[config.mk]
export PLATFORM = sky130hd
export DESIGN_NAME = data_mem_arbiter
export DESIGN_NICKNAME = d
export VERILOG_FILES = /design/src/rtl/mem_arb_pkg.sv /design/src/rtl/rr_arbiter2.sv /design/src/rtl/data_mem_arbiter.sv
export SDC_FILE = /design/constraint.sdc
export NUM_CORES = 1
export LEC_CHECK = 0
export CAP_MARGIN = 20
export CORE_MARGIN = 2
export CORE_UTILIZATION = 34
export CTS_CLUSTER_SIZE = 40
export DETAILED_ROUTE_END_ITERATION = 16
export PLACE_DENSITY = 0.81
export SLEW_MARGIN = 20
export SYNTH_ARGS = -nofsm -noshare
export SYNTH_HDL_FRONTEND = slang
export SYNTH_SLANG_ARGS = --single-unit
[constraint.sdc]
create_clock -name clk -period 1.5 [get_ports clk]
set_input_delay 0.3 -clock clk [delete_from_list [all_inputs] [get_ports clk]]
set_output_delay 0.3 -clock clk [all_outputs]
set_load 0.005 [all_outputs]
[src/rtl/mem_arb_pkg.sv]
// Shared types for the data-memory arbiter: FSM states, requester id and latched request.
// Round-robin arbitration is enabled by defining DATA_MEM_ARB_RR_EN.
package mem_arb_pkg;

    typedef logic [31:0] Addr;
    typedef logic [31:0] Data;
    typedef logic        Bool;
    typedef logic        ReqId;

    typedef enum logic [1:0] {
        IDLE,
        ACCESS,
        RESP
    } ArbState;

    localparam logic [1:0] ALIGN_MASK = 2'b11;

    typedef struct packed {
        Addr  addr;
        Data  wdata;
        Bool  we;
        ReqId id;
    } MemReq;

    function automatic Bool is_aligned(input Addr addr);
        return (addr[1:0] & ALIGN_MASK) == 2'b00;
    endfunction

endpackage

[src/rtl/rr_arbiter2.sv]
// Combinational two-way grant. With DATA_MEM_ARB_RR_EN defined, contention goes to the
// requester not granted last; otherwise requester 0 always wins contention.
module rr_arbiter2
    import mem_arb_pkg::*;
(
    input  logic [1:0] req_valid_i,
`ifdef DATA_MEM_ARB_RR_EN
    input  ReqId       last_grant_i,
`endif
    output logic       grant_valid_o,
    output ReqId       grant_id_o
);

    // NOTE: every output gets a default before the branches, so no latch is inferred.
    always_comb begin
        grant_valid_o = |req_valid_i;
        grant_id_o    = 1'b0;
        if (req_valid_i == 2'b11) begin
`ifdef DATA_MEM_ARB_RR_EN
            grant_id_o = ~last_grant_i;
`else
            grant_id_o = 1'b0;
`endif
        end else if (req_valid_i[1]) begin
            grant_id_o = 1'b1;
        end
    end

endmodule

[src/rtl/data_mem_arbiter.sv]
// Two-requester arbiter/sequencer in front of a single-ported data memory.
// Define DATA_MEM_ARB_RR_EN for round-robin contention; default is fixed priority to requester 0.
module data_mem_arbiter
    import mem_arb_pkg::*;
#(
    parameter int IDX_W = 8
) (
    input  logic        clk,
    input  logic        reset_n,
    input  logic [1:0]  req_valid,
    output logic [1:0]  req_ready,
    input  logic [31:0] req_addr0,
    input  logic [31:0] req_addr1,
    input  logic [31:0] req_wdata0,
    input  logic [31:0] req_wdata1,
    input  logic [1:0]  req_we,
    output logic [1:0]  rsp_valid,
    output logic [31:0] rsp_rdata,
    output logic        rsp_err,
    output logic [31:0] mem_idx,
    output logic [31:0] mem_write_data,
    output logic        mem_write_enable,
    input  logic [31:0] mem_read_data
);

    // Keeps only the word-index bits; higher address bits wrap within the memory.
    localparam logic [31:0] IDX_MASK = ((32'd1 << IDX_W) - 32'd1) << 2;

    ArbState     state_q;
    MemReq       req_q;
    logic [1:0]  rsp_valid_q;
    logic [31:0] rsp_rdata_q;
    logic        rsp_err_q;

    logic grant_valid;
    ReqId grant_id;
    logic accept;
    logic in_access;
    logic req_aligned;

`ifdef DATA_MEM_ARB_RR_EN
    ReqId last_grant_q;
`endif

    rr_arbiter2 u_arb (
        .req_valid_i   (req_valid),
`ifdef DATA_MEM_ARB_RR_EN
        .last_grant_i  (last_grant_q),
`endif
        .grant_valid_o (grant_valid),
        .grant_id_o    (grant_id)
    );

    // Memory-side and ready outputs are gated by reset_n so a reset cycle drives nothing.
    assign accept      = reset_n && (state_q != ACCESS) && grant_valid;
    assign in_access   = reset_n && (state_q == ACCESS);
    assign req_aligned = is_aligned(req_q.addr);

    assign req_ready        = accept ? (grant_id ? 2'b10 : 2'b01) : 2'b00;
    assign mem_idx          = in_access ? (req_q.addr & IDX_MASK) : '0;
    assign mem_write_data   = in_access ? req_q.wdata : '0;
    assign mem_write_enable = in_access && req_q.we && req_aligned;

    assign rsp_valid = rsp_valid_q;
    assign rsp_rdata = rsp_rdata_q;
    assign rsp_err   = rsp_err_q;

    // NOTE: all state uses non-blocking assignments so every register samples pre-edge values.
    always_ff @(posedge clk) begin
        if (!reset_n) begin
            state_q     <= IDLE;
            req_q       <= '0;
            rsp_valid_q <= 2'b00;
            rsp_rdata_q <= '0;
            rsp_err_q   <= 1'b0;
`ifdef DATA_MEM_ARB_RR_EN
            last_grant_q <= 1'b1;
`endif
        end else begin
            rsp_valid_q <= 2'b00;
            case (state_q)
                IDLE, RESP: begin
                    if (grant_valid) begin
                        req_q <= '{addr:  grant_id ? req_addr1  : req_addr0,
                                   wdata: grant_id ? req_wdata1 : req_wdata0,
                                   we:    req_we[grant_id],
                                   id:    grant_id};
`ifdef DATA_MEM_ARB_RR_EN
                        last_grant_q <= grant_id;
`endif
                        state_q <= ACCESS;
                    end else begin
                        state_q <= IDLE;
                    end
                end
                ACCESS: begin
                    rsp_valid_q <= req_q.id ? 2'b10 : 2'b01;
                    rsp_rdata_q <= (!req_q.we && req_aligned) ? mem_read_data : '0;
                    rsp_err_q   <= !req_aligned;
                    state_q     <= RESP;
                end
                default: state_q <= IDLE;
            endcase
        end
    end

endmodule
* Word-level counts from Yosys, hierarchy flattened
Cells that the tools add are included.
** Word-level totals
- Flip-flop bits (word level) :: 81
- Input port bits :: 166
- Output and inout bits :: 102
** Operators by class
- Order comparisons :: 1
- Eq/ne operators :: 4
- Muxes and demuxes :: 14
- Reductions and logical operators :: 14
** Operators with widths (number)
- $mux 32 :: 3
- $mux 10 :: 2
- $logic_and 1x1->1 :: 6
- $mux 2 :: 3
- $mux 1 :: 5
- $eq 2x2->1 const B :: 2
- $logic_not 2->1 :: 2
- $pmux 2 s2 :: 1
- $reduce_and 2->1 :: 2
- $reduce_or 2->1 :: 2
- $eq 2x1->1 const B :: 1
- $logic_not 1->1 :: 2
- $lt 1x2->1 const B :: 1
- $ne 2x1->1 const B :: 1

* Longest topological paths before layout
Gate-level depths: netlist (run 1).
- Word-level depth :: 4
- Mapped depth :: 5

* Modules after synthesis
A second synthesis (run 1) with hierarchy kept.
** Unflattened totals
- Cells, all modules :: 355
- Area, all modules :: 3548.4 µm²
** By module, submodules not included
- data_mem_arbiter :: times used 1, cells an instance 353, area each 3535.9 µm², sequential area each 1621.6 µm²
- rr_arbiter2 :: times used 1, cells an instance 2, area each 12.5 µm², sequential area each 0.0 µm²

* Worst setup path after synthesis (run 1)
Ideal clock, no wire load.
- Path type :: register to output
- Start point :: register state_q[1]
- End point :: output port mem_idx[2]
- Arrival time :: 1022 ps
- Setup slack :: 178 ps
- Cell stages (with the launch flop) :: 5
- Path through :: dfxtp_1 nand3b_2 inv_1 clkbuf_1 and2_1
** Between the ends
- Word-level cells in the longest chain between the ends :: 3
** RTL lines
- start, declared :: RTL line data_mem_arbiter.sv:29 : ArbState state_q;
- start signal, assigned :: RTL line data_mem_arbiter.sv:71 : state_q <= IDLE;
- start signal, assigned :: RTL line data_mem_arbiter.sv:91 : state_q <= ACCESS;
- start signal, assigned :: RTL line data_mem_arbiter.sv:93 : state_q <= IDLE;
- $eq 2x1->1 :: RTL line data_mem_arbiter.sv:56 : assign in_access = reset_n && (state_q == ACCESS);
- $logic_and 1x1->1 :: RTL line data_mem_arbiter.sv:56
- $mux 10 :: RTL line data_mem_arbiter.sv:60 : assign mem_idx = in_access ? (req_q.addr & IDX_MASK) : '0;
- end, declared :: RTL line data_mem_arbiter.sv:20 : output logic [31:0] mem_idx,
No other way between the ends.

* Worst setup path in the final report (run 1)
- Start point :: register state_q[1]
- End point :: output port mem_write_data[5]
** Between the ends
- Word-level cells in the longest chain between the ends :: 3
** RTL lines
- $eq 2x1->1 :: RTL line data_mem_arbiter.sv:56
- $logic_and 1x1->1 :: RTL line data_mem_arbiter.sv:56
- $mux 32 :: RTL line data_mem_arbiter.sv:61 : assign mem_write_data = in_access ? req_q.wdata : '0;
- end, declared :: RTL line data_mem_arbiter.sv:21 : output logic [31:0] mem_write_data,
No other way between the ends.

==> impl_metrics.py, run 1 <==
metrics = {
    "run_status": {
        "status": "finished, violations left",
        "violations": "negative setup slack",
    },
    "sta": {
        "fin_crit_ns": 1.807,
        "final_hold_viol_count": 0,
        "slew_violations": 0,
        "setup_viol_count_final": 43,
        "fin_crit_sh_pct": 120.5,
        "max_freq_mhz": 553.3,
        "setup_ws_ns": -0.3072,
        "fin_skew_ns": 0.009508,
        "rsz0062_at_grt": "true",
        "holdWs_ns": 0.4543,
    },
    "logic_synthesis": {
        "synth_cells": 405,
        "synth_enable_flop_cells": 0,
        "synth_compound_area_share_pct": 23.41,
        "postSynthAreaPerCell_sq_um": 8.672,
        "synth.most_common_cell": "nand2_1",
        "ys_top_cells_by_count": "nand2_1 (86), dfxtp_1 (81), a31oi_1 (43), and2_1 (43), o21ai_0 (38)",
        "synth_top_area_cell": "dfxtp_1",
        "ys_types": 26,
        "synth_ff_type": "dfxtp_1",
        "yosys_warnings": 0,
        "synthSimpleGateAreaFrac_pct": 19.06,
        "synthArstFlopShare_pct": 0,
        "synth_top_family_by_area": "compound AO/OA/AOI/OAI gates",
        "synthXorXnorAreaFrac_pct": 0,
        "synth_mux_area_share_pct": 0,
        "synthAdderAreaFrac_pct": 0,
        "synth-seq-cells": 81,
        "synth_area_sq_um": 3512,
        "synth_top_area_share_pct": 46.17,
        "ys_seq_area_share_pct": 46.17,
        "netlist_top_cells_area": "dfxtp_1 (46%), nand2_1 (9.2%), a31oi_1 (7.7%), and2_1 (7.7%), a22o_1 (7.0%)",
    },
    "die": {
        "dieHeight_microns": 105.6,
        "start_util_pct": 34.48,
        "rows": 37,
        "fp.coreArea_sq_um": 10180,
        "fp.dieW_microns": 105.6,
        "io_pins": 268,
        "floorplan.die_area_sq_um": 11160,
    },
    "pwr": {
        "p_comb_share_pct": 21.3,
        "seqPwrFrac_pct": 46.6,
        "ir_worst_vdd_uv": 460.3,
        "internal_power_mw": 3.842,
        "power.total_mw": 5.167,
        "leakage_nw": 2.930,
        "p_per_area_nw_per_um2": 833.7,
        "power.switching_mw": 1.325,
        "p_clk_share_pct": 32.2,
        "p_sw_share_pct": 25.64,
    },
    "global_route": {
        "grt_pass1_vias": 3664,
        "grt_max_degree": 47,
        "antenna_found_initial": 0,
        "grt_pass1_wl_microns": 17830,
        "grt-ovfl-total": 0,
        "grtUsageTotal_pct": 20.33,
    },
    "clocking": {
        "hold_buffers": 0,
        "cts_max_level": 3,
        "cts_tree": "built",
        "clkTransAtPathRegs_ns": 0.08,
        "cts.sinks": 81,
        "clk_latency_ns": 0.35,
        "clk_path_buf_depth": 2,
        "root_buffer": "clkbuf_8",
        "cts-buffers-inserted": 9,
    },
    "flow_run": {
        "cap_violations": 0,
    },
    "setup_path": {
        "reg2reg_depth": 5,
        "r2r_slack_ns": 0.18,
        "crit_chain": "nand3b_4, inv_8, buf_6, buf_6, buf_16, and2_4, buf_6",
        "critPathBufInv": 5,
        "crit_type": "register to output port",
        "cp_max_fo": 7,
        "rr_endpoint": "rsp_rdata[13]$_SDFFE_PN0N_",
        "crit_path_max_incr_delay_ns": 0.32,
        "critical-path-top-delay-family": "buffers and inverters",
        "cp_data_required_time_ns": 1.20,
        "rr_startpoint": "state_q[1]$_SDFF_PN0_",
        "end_kind": "output port",
        "worst-path-stages": 7,
        "cpMaxStageDelayCell": "dfxtp_2",
        "startpoint_type": "register",
        "cpMostUsedCell": "buf_6",
        "critPathArrivalTime_ns": 1.51,
    },
    "placed_design": {
        "port_buffers": 199,
        "gp_congestion": 0.7681,
        "place_hpwl_microns": 7980,
        "placed_cell_area_sq_um": 5654,
    },
    "routing": {
        "detail_route.vias_per_cell": 4.890,
        "dr_wl_met3_microns": 1004,
        "wirelength_met1_microns": 4937,
        "drtIter0Drc": 205,
        "drc": 0,
        "avgRoutedWirePerCell_microns": 15.62,
        "drt_wl_total_microns": 11810,
        "top_layer": "met4",
        "vias": 3697,
        "routed-wl-met2_microns": 5643,
        "ant_nets": 0,
        "first_pass_iters": 4,
    },
    "layout": {
        "stdcell_area_sq_um": 6197,
        "nFillCells": 868,
        "final_layout_size_suffix_gt1_share_pct": 25.48,
        "num_antenna_cells": 0,
        "area_growth_pct": 76.45,
        "final_nets": 781,
    },
    "min_path": {
        "hold_start": "req_q[0]$_SDFFE_PN0P_",
        "holdPathEnd": "rsp_valid[0]$_SDFF_PP0_",
        "min_path_type": "register to register",
        "min_delay_path_depth": 1,
    },
}
-- timing repair --
action	CTS	global route
resized for setup	278	36
endpoints found under the setup margin	102	62
buffers inserted	11	4
cloned	4	0
pin swaps	36	0
-- state kept, by name, summed over array words and instances, names as in the netlist --
signal / cells
state_q: 2
rsp_rdata: 32
rsp_err: 1
rsp_valid: 2
req_q: 44
-- stage by stage --
| stage | util, % | cells | TNS [ns] | worst slack, ns |
|---|---|---|---|---|
| finish | 60.85 | 756 | -9.375 | -0.3072 |
| global route | 60.85 | 756 | -11.90 | -0.3729 |
| global placement | 55.52 | 728 | -54.42 | -0.7592 |
| detailed placement | 55.52 | 728 | -57.29 | -0.7660 |
| CTS | 60.27 | 757 | -11.00 | -0.3167 |
| floorplan | - | 428 | 0 | 0.1785 |
-- cell type report --
type                            count  area, sq um  area share (%)
Timing Repair Buffer              235         2464           39.75
Multi-Input combinational cell    285         1695           27.36
Sequential cell                    81         1643           26.51
Tap cell                          136        170.2           2.746
Clock buffer                       12        155.1           2.504
Clock inverter                      4        51.30          0.8278
Inverter                            3        18.77          0.3028
-- how the worst max path moves through the flow --
stage                               start            endpoint  slack [ns]
floorplan           state_q[1]$_SDFF_PN0_          mem_idx[2]        0.18
global placement                  reset_n  mem_write_data[31]       -0.76
detailed placement                reset_n  mem_write_data[31]       -0.77
CTS                 state_q[1]$_SDFF_PN0_   mem_write_data[4]       -0.32
global route        state_q[1]$_SDFF_PN0_   mem_write_data[5]       -0.37
finish              state_q[1]$_SDFF_PN0_   mem_write_data[5]       -0.31
-- kinds of logic (layout without fill, tap and decap cells) --
family	count (synthesis)	in the layout
flip-flops	81	81
buffers and inverters	62	254
AND/OR/NAND/NOR	139	139
AO/OA/AOI/OAI	122	122
other	1	24
-- worst register-to-register path, cell delays in order, from the launching register on --
cell,delay [ns]
dfxtp_2,0.32
nand3b_4,0.18
buf_4,0.17
nor4_4,0.20
buf_12,0.23
a22o_1,0.17
-- placed cells by master, fill, tap and decap left out, types with 3 or more instances in the layout --
master           count
clkdlybuf4s50_1    122
dlymetal6s2s_1      14
o21ai_0             38
o21ai_1              5
clkdlybuf4s15_2      3
buf_2                5
dlygate4sd2_1       20
buf_4               17
dfxtp_2             17
clkbuf_8            11
nand2_1             86
and2_4              36
conb_1              24
buf_6               44
a31oi_1             43
and2_1               7
a22o_1              28
buf_12               7
dfxtp_1             64
-- power by group through the flow --
| stage | Combinational, mW | Sequential [mW] | Clock [mW] |
|---|---|---|---|
| 2_1_floorplan | 0.444 | 2.42 | 0 |
| 3_3_place_gp | 1.00 | 2.43 | 0 |
| 3_5_place_dp | 1.03 | 2.44 | 0 |
| 4_1_cts | 1.11 | 2.40 | 1.69 |
| 5_1_grt | 1.19 | 2.42 | 1.78 |
| 6_report | 1.10 | 2.41 | 1.66 |
-- routing by layer --
layer,GRT usage (%),up-vias
met3,4.762,16
met4,8.365,0
met2,35.30,190
li1,-,1767
met5,0,-
met1,24.06,1724
No activity file was read; power rests on OpenSTA's default activity.
==> inputs of run 2 (changes only) <==
--- a/config.mk
+++ b/config.mk
@@ -11,6 +11,7 @@
 export CTS_CLUSTER_SIZE = 40
 export DETAILED_ROUTE_END_ITERATION = 16
 export PLACE_DENSITY = 0.81
+export SETUP_SLACK_MARGIN = 0.15
 export SLEW_MARGIN = 20
 export SYNTH_ARGS = -nofsm -noshare
 export SYNTH_HDL_FRONTEND = slang
==> run 2 against run 1 <==
Net effect: the run still ends with negative setup slack left; via count increased by 4.3%; maximum frequency grew 1.0%; die area is the same; routed wire length grew 12%; utilization up 3.9 points; critical path depth did not move.
==> impl_metrics.py, run 2 (synthesized netlist as in run 1, its figures left out) <==
metrics = {
    "run_status": {
        "status": "finished, violations left",
        "violations": "negative setup slack",
    },
    "clocking": {
        "cts.sinks": 81,
        "cts_max_level": 3,
        "cts_tree": "built",
        "clk_path_buf_depth": 2,
        "clk_latency_ns": 0.35,
        "root_buffer": "clkbuf_8",
        "hold_buffers": 0,
        "cts-buffers-inserted": 9,
        "clkTransAtPathRegs_ns": 0.08,
    },
    "layout": {
        "final_nets": 801,
        "num_antenna_cells": 0,
        "area_growth_pct": 87.74,
        "finalNonFillerCells": 776,
        "largest_register_ffs": 44,
        "most-common-layout-cells": "clkdlybuf4s50_1 (118), nand2_1 (86), dfxtp_1 (65), buf_6 (41), a31oi_1 (38)",
        "final_common_cell": "clkdlybuf4s50_1",
        "final_layout_size_suffix_gt1_share_pct": 27.81,
        "finish.utilization_pct": 64.74,
        "nFillCells": 830,
        "stdcell_area_sq_um": 6594,
        "largest_register": "req_q",
    },
    "flow_run": {
        "cap_violations": 0,
    },
    "pwr": {
        "power.total_mw": 5.399,
        "p_comb_share_pct": 24.6,
        "ir_worst_vdd_uv": 485.5,
        "p_sw_share_pct": 26.15,
        "seqPwrFrac_pct": 44.6,
        "leakage_nw": 2.974,
        "p_per_area_nw_per_um2": 818.8,
        "internal_power_mw": 3.987,
        "power.switching_mw": 1.412,
        "p_clk_share_pct": 30.8,
    },
    "die": {
        "fp.dieW_microns": 105.6,
        "rows": 37,
        "floorplan.die_area_sq_um": 11160,
        "io_pins": 268,
        "start_util_pct": 34.48,
        "dieHeight_microns": 105.6,
        "fp.coreArea_sq_um": 10180,
    },
    "global_route": {
        "grt_busiest_layer": "met2",
        "antenna_found_initial": 0,
        "grtUsageMet1_pct": 24.66,
        "grt-ovfl-total": 0,
        "grt_pass1_wl_microns": 17930,
        "met3_usage_pct": 4.886,
        "grt_max_degree": 47,
        "grtUsageTotal_pct": 20.41,
        "grt_pass1_vias": 3649,
        "gr-usage-met2_pct": 34.56,
    },
    "setup_path": {
        "critical-path-top-delay-family": "buffers and inverters",
        "crit_type": "register to output port",
        "end_kind": "output port",
        "cpMostUsedCell": "buf_6",
        "crit_chain": "nand3b_4, inv_8, buf_6, buf_12, buf_16, and2_4, buf_6",
        "startpoint_type": "register",
        "r2r_slack_ns": -0.05,
        "worst-path-stages": 7,
        "critPathArrivalTime_ns": 1.49,
        "critPathBufInv": 5,
        "reg2reg_depth": 7,
        "cp_max_fo": 7,
        "cp_data_required_time_ns": 1.20,
        "crit_path_max_incr_delay_ns": 0.33,
        "cpMaxStageDelayCell": "dfxtp_2",
    },
    "placed_design": {
        "place_ws_ns": -0.7660,
        "gp_congestion": 0.7681,
        "post-place-cells": 728,
        "place_hpwl_microns": 7980,
        "placed_cell_area_sq_um": 5654,
        "port_buffers": 199,
    },
    "sta": {
        "setup_viol_count_final": 74,
        "setup_ws_ns": -0.2887,
        "max_freq_mhz": 559.1,
        "slew_violations": 0,
        "setup_tns_ns": -10.58,
        "fin_crit_ns": 1.789,
        "rsz0062_at_grt": "true",
        "final_hold_viol_count": 0,
        "fin_crit_sh_pct": 119.2,
        "holdWs_ns": 0.4700,
        "fin_skew_ns": 0.009187,
    },
    "routing": {
        "ant_nets": 0,
        "first_pass_iters": 4,
        "drtIter0Drc": 239,
        "vias": 3855,
        "drc": 0,
        "detail_route.vias_per_cell": 4.968,
        "drt_wl_total_microns": 13240,
        "avgRoutedWirePerCell_microns": 17.06,
    },
    "min_path": {
        "min_path_type": "register to register",
        "min_delay_path_depth": 1,
    },
}
-- run 2: cell types whose count changed in the layout (fill, tap and decap cells not counted), sizes merged --
cell / change
buf: +12
clkbuf: +9
clkdlybuf4s15: -1
dlymetal6s2s: -13
dlygate4sd2: +17
clkdlybuf4s50: -4
-- run 2: power by group through the flow --
stage | combinational, mW | sequential [mW] | clock, mW
detailed placement | 1.03 | 2.44 | 0
floorplan | 0.444 | 2.42 | 0
global route | 1.42 | 2.43 | 1.78
global placement | 1.00 | 2.43 | 0
finish | 1.33 | 2.41 | 1.66
CTS | 1.10 | 2.40 | 1.69
-- run 2: area by class of cell --
| class | instances | area (sq um) | area share (%) |
|---|---|---|---|
| inverter | 3 | 18.77 | 0.2846 |
| multi-input combinational | 285 | 1754 | 26.60 |
| tap | 136 | 170.2 | 2.581 |
| timing repair buffer | 255 | 2803 | 42.50 |
| clock buffer | 12 | 155.1 | 2.353 |
| sequential | 81 | 1642 | 24.90 |
| clock inverter | 4 | 51.30 | 0.7780 |
-- run 2: layer usage --
| layer | vias to the layer above | share of wire (%) |
|---|---|---|
| met5 | - | 0 |
| li1 | 1815 | - |
| met4 | 0 | 1.6 |
| met3 | 18 | 7.2 |
| met2 | 201 | 49 |
| met1 | 1821 | 42 |
-- run 2: repair_timing --
item                       4_1_cts  5_1_grt
buffers inserted                11        6
setup endpoints to repair      146      105
cloned                           4       11
pin swaps                       32        2
gates resized for setup        293       39
-- run 2: final timing paths --
| kind | to | from |
|---|---|---|
| setup reg to reg | rsp_rdata[26]$_SDFFE_PN0N_ | state_q[1]$_SDFF_PN0_ |
| hold / removal | rsp_rdata[19]$_SDFFE_PN0N_ | rsp_rdata[19]$_SDFFE_PN0N_ |
| hold reg to reg | rsp_rdata[19]$_SDFFE_PN0N_ | rsp_rdata[19]$_SDFFE_PN0N_ |
| setup / recovery | mem_write_data[5] | state_q[1]$_SDFF_PN0_ |
-- run 2: worst reg2reg max path: stages, from the launching register on --
cell and delay, ns:
dfxtp_2 0.32, nand3b_4 0.18, buf_4 0.15, buf_6 0.11
nor4_4 0.26, buf_6 0.17, clkbuf_16 0.16, a22o_1 0.13
==> inputs of run 3 (changes only) <==
--- a/config.mk
+++ b/config.mk
@@ -5,6 +5,7 @@
 export SDC_FILE = /design/constraint.sdc
 export NUM_CORES = 1
 export LEC_CHECK = 0
+export ABC_CLOCK_PERIOD_IN_PS = 1500
 export CAP_MARGIN = 20
 export CORE_MARGIN = 2
 export CORE_UTILIZATION = 34
@@ -12,7 +13,9 @@
 export DETAILED_ROUTE_END_ITERATION = 16
 export PLACE_DENSITY = 0.81
 export SETUP_SLACK_MARGIN = 0.15
+export SKIP_LAST_GASP = 1
 export SLEW_MARGIN = 20
 export SYNTH_ARGS = -nofsm -noshare
 export SYNTH_HDL_FRONTEND = slang
 export SYNTH_SLANG_ARGS = --single-unit
+export TNS_END_PERCENT = 5
==> run 3 against run 2 <==
Net effect: the run still ends with negative setup slack left; sequential share of layout area increased by 1.5 points; final cell count shrank 2.6%; setup slack better by 0.0022 ns; routed wire length down 14%; largest cell class unchanged.
==> impl_metrics.py, run 3 (synthesized netlist as in run 1, its figures left out) <==
metrics = {
    "routing": {
        "detail_route.vias_per_cell": 4.833,
        "vias": 3654,
        "drc": 0,
        "ant_nets": 0,
        "drtIter0Drc": 193,
        "first_pass_iters": 4,
        "drt_wl_total_microns": 11400,
        "avgRoutedWirePerCell_microns": 15.08,
    },
    "run_status": {
        "status": "finished, violations left",
        "violations": "negative setup slack",
    },
    "placed_design": {
        "port_buffers": 199,
        "gp_congestion": 0.7681,
        "post-place-cells": 728,
        "place_hpwl_microns": 7980,
        "place_ws_ns": -0.7660,
        "placed_cell_area_sq_um": 5654,
    },
    "layout": {
        "final_common_cell": "clkdlybuf4s50_1",
        "finish.utilization_pct": 60.32,
        "largest_register": "req_q",
        "num_antenna_cells": 0,
        "most-common-layout-cells": "clkdlybuf4s50_1 (154), nand2_1 (86), dfxtp_1 (79), a31oi_1 (43), o21ai_0 (38)",
        "stdcell_area_sq_um": 6143,
        "area_growth_pct": 74.92,
        "finalNonFillerCells": 756,
        "largest_register_ffs": 44,
        "final_layout_size_suffix_gt1_share_pct": 20.00,
        "final_nets": 781,
    },
    "sta": {
        "rsz0062_at_grt": "true",
        "max_freq_mhz": 559.8,
        "fin_skew_ns": 0.006551,
        "final_hold_viol_count": 0,
        "setup_ws_ns": -0.2865,
        "fin_crit_sh_pct": 119.1,
        "fin_crit_ns": 1.786,
        "slew_violations": 0,
        "setup_viol_count_final": 51,
    },
    "clocking": {
        "cts.sinks": 81,
        "hold_buffers": 0,
        "clk_path_buf_depth": 2,
        "cts-buffers-inserted": 9,
        "root_buffer": "clkbuf_8",
        "cts_max_level": 3,
        "clk_latency_ns": 0.34,
        "clkTransAtPathRegs_ns": 0.08,
        "cts_tree": "built",
    },
    "setup_path": {
        "worst-path-stages": 7,
        "crit_chain": "nand3b_4, inv_8, buf_6, buf_12, buf_16, and2_4, buf_6",
        "cpMaxStageDelayCell": "dfxtp_2",
        "end_kind": "output port",
        "r2r_slack_ns": 0.20,
        "critical-path-top-delay-family": "buffers and inverters",
        "rr_endpoint": "rsp_rdata[13]$_SDFFE_PN0N_",
        "cp_max_fo": 6,
        "startpoint_type": "register",
        "cp_data_required_time_ns": 1.20,
        "startpoint": "state_q[1]$_SDFF_PN0_",
        "critPathArrivalTime_ns": 1.49,
        "crit_type": "register to output port",
        "reg2reg_depth": 5,
        "critPathBufInv": 5,
        "critPathCapture": "mem_write_data[17]",
        "crit_path_max_incr_delay_ns": 0.33,
        "rr_startpoint": "state_q[1]$_SDFF_PN0_",
        "cpMostUsedCell": "buf_6",
    },
    "die": {
        "dieHeight_microns": 105.6,
        "fp.dieW_microns": 105.6,
        "floorplan.die_area_sq_um": 11160,
        "rows": 37,
        "fp.coreArea_sq_um": 10180,
        "start_util_pct": 34.48,
        "io_pins": 268,
    },
    "global_route": {
        "grtUsageTotal_pct": 20.22,
        "antenna_found_initial": 0,
        "grt_pass1_wl_microns": 17790,
        "grt-ovfl-total": 0,
        "grt_pass1_vias": 3631,
        "grt_max_degree": 47,
    },
    "min_path": {
        "min_path_type": "register to register",
    },
    "pwr": {
        "p_per_area_nw_per_um2": 839.0,
        "leakage_nw": 2.601,
        "power.total_mw": 5.154,
        "ir_worst_vdd_uv": 474.8,
    },
    "flow_run": {
        "cap_violations": 0,
    },
}
run 3: cell types whose count changed in the layout (fill, tap and decap cells not counted), moves of 4 or more:
| cell | change |
|---|---|
| o21ai_0 | +11 |
| dfxtp_1 | +14 |
| and2_1 | +4 |
| and2_4 | -4 |
| a31oi_4 | -4 |
| o21ai_1 | -9 |
| clkdlybuf4s50_1 | +36 |
| a31oi_1 | +5 |
| buf_6 | -12 |
| clkbuf_16 | -9 |
| dfxtp_2 | -14 |
| dlygate4sd2_1 | -32 |
| clkdlybuf4s15_1 | +5 |
run 3: power breakdown:
part	switching (mW)	internal [mW]	total, mW
sequential	0.0880	2.31	2.40
clock	0.777	0.861	1.64
combinational	0.428	0.687	1.11
total	1.29	3.86	5.15
run 3: metal layers:
| layer | GRT usage, % | routed length (microns) | up-vias |
|---|---|---|---|
| met1 | 23.95 | 4816 | 1684 |
| met4 | 8.741 | 243 | 0 |
| li1 | - | - | 1765 |
| met3 | 4.824 | 960 | 18 |
| met5 | 0 | 0 | - |
| met2 | 34.79 | 5379 | 187 |
run 3: final cells by class:
type / instances / area [sq um]
Inverter: 3 / 18.77
Fill cell: 889 / 4041
Tap cell: 136 / 170.2
Clock buffer: 12 / 155.1
Timing Repair Buffer: 235 / 2459
Sequential cell: 81 / 1624
Clock inverter: 4 / 51.30
Multi-Input combinational cell: 285 / 1665
run 3: timing repair:
action                                  4_1_cts  5_1_grt
pin swaps                                    19        3
gates cloned                                  4        0
endpoints found under the setup margin      146      154
buffers inserted                              8        0
resized for setup                           208       14
run 3: how the worst min path moves through the flow:
stage                     depth (start not counted)                   from  slack, ns                 endpoint
final                                             1  req_q[0]$_SDFFE_PN0P_       0.45  rsp_valid[0]$_SDFF_PP0_
after global routing                              1  req_q[0]$_SDFFE_PN0P_       0.49  rsp_valid[0]$_SDFF_PP0_
after CTS                                         1  req_q[0]$_SDFFE_PN0P_       0.46  rsp_valid[0]$_SDFF_PP0_
after detailed placement                          1  req_q[0]$_SDFFE_PN0P_       0.44  rsp_valid[0]$_SDFF_PP0_
after global placement                            1  req_q[0]$_SDFFE_PN0P_       0.43  rsp_valid[0]$_SDFF_PP0_
after floorplan                                   1           req_valid[0]       0.39    req_q[0]$_SDFFE_PN0P_
run 3: per-stage QoR:
| step | hold WS (ns) | TNS, ns |
|---|---|---|
| floorplan | 0.3919 | 0 |
| global placement | 0.4279 | -54.42 |
| detailed placement | 0.4424 | -57.29 |
| CTS | 0.4617 | -12.35 |
| global route | 0.4856 | -14.63 |
| finish | 0.4512 | -10.60 |
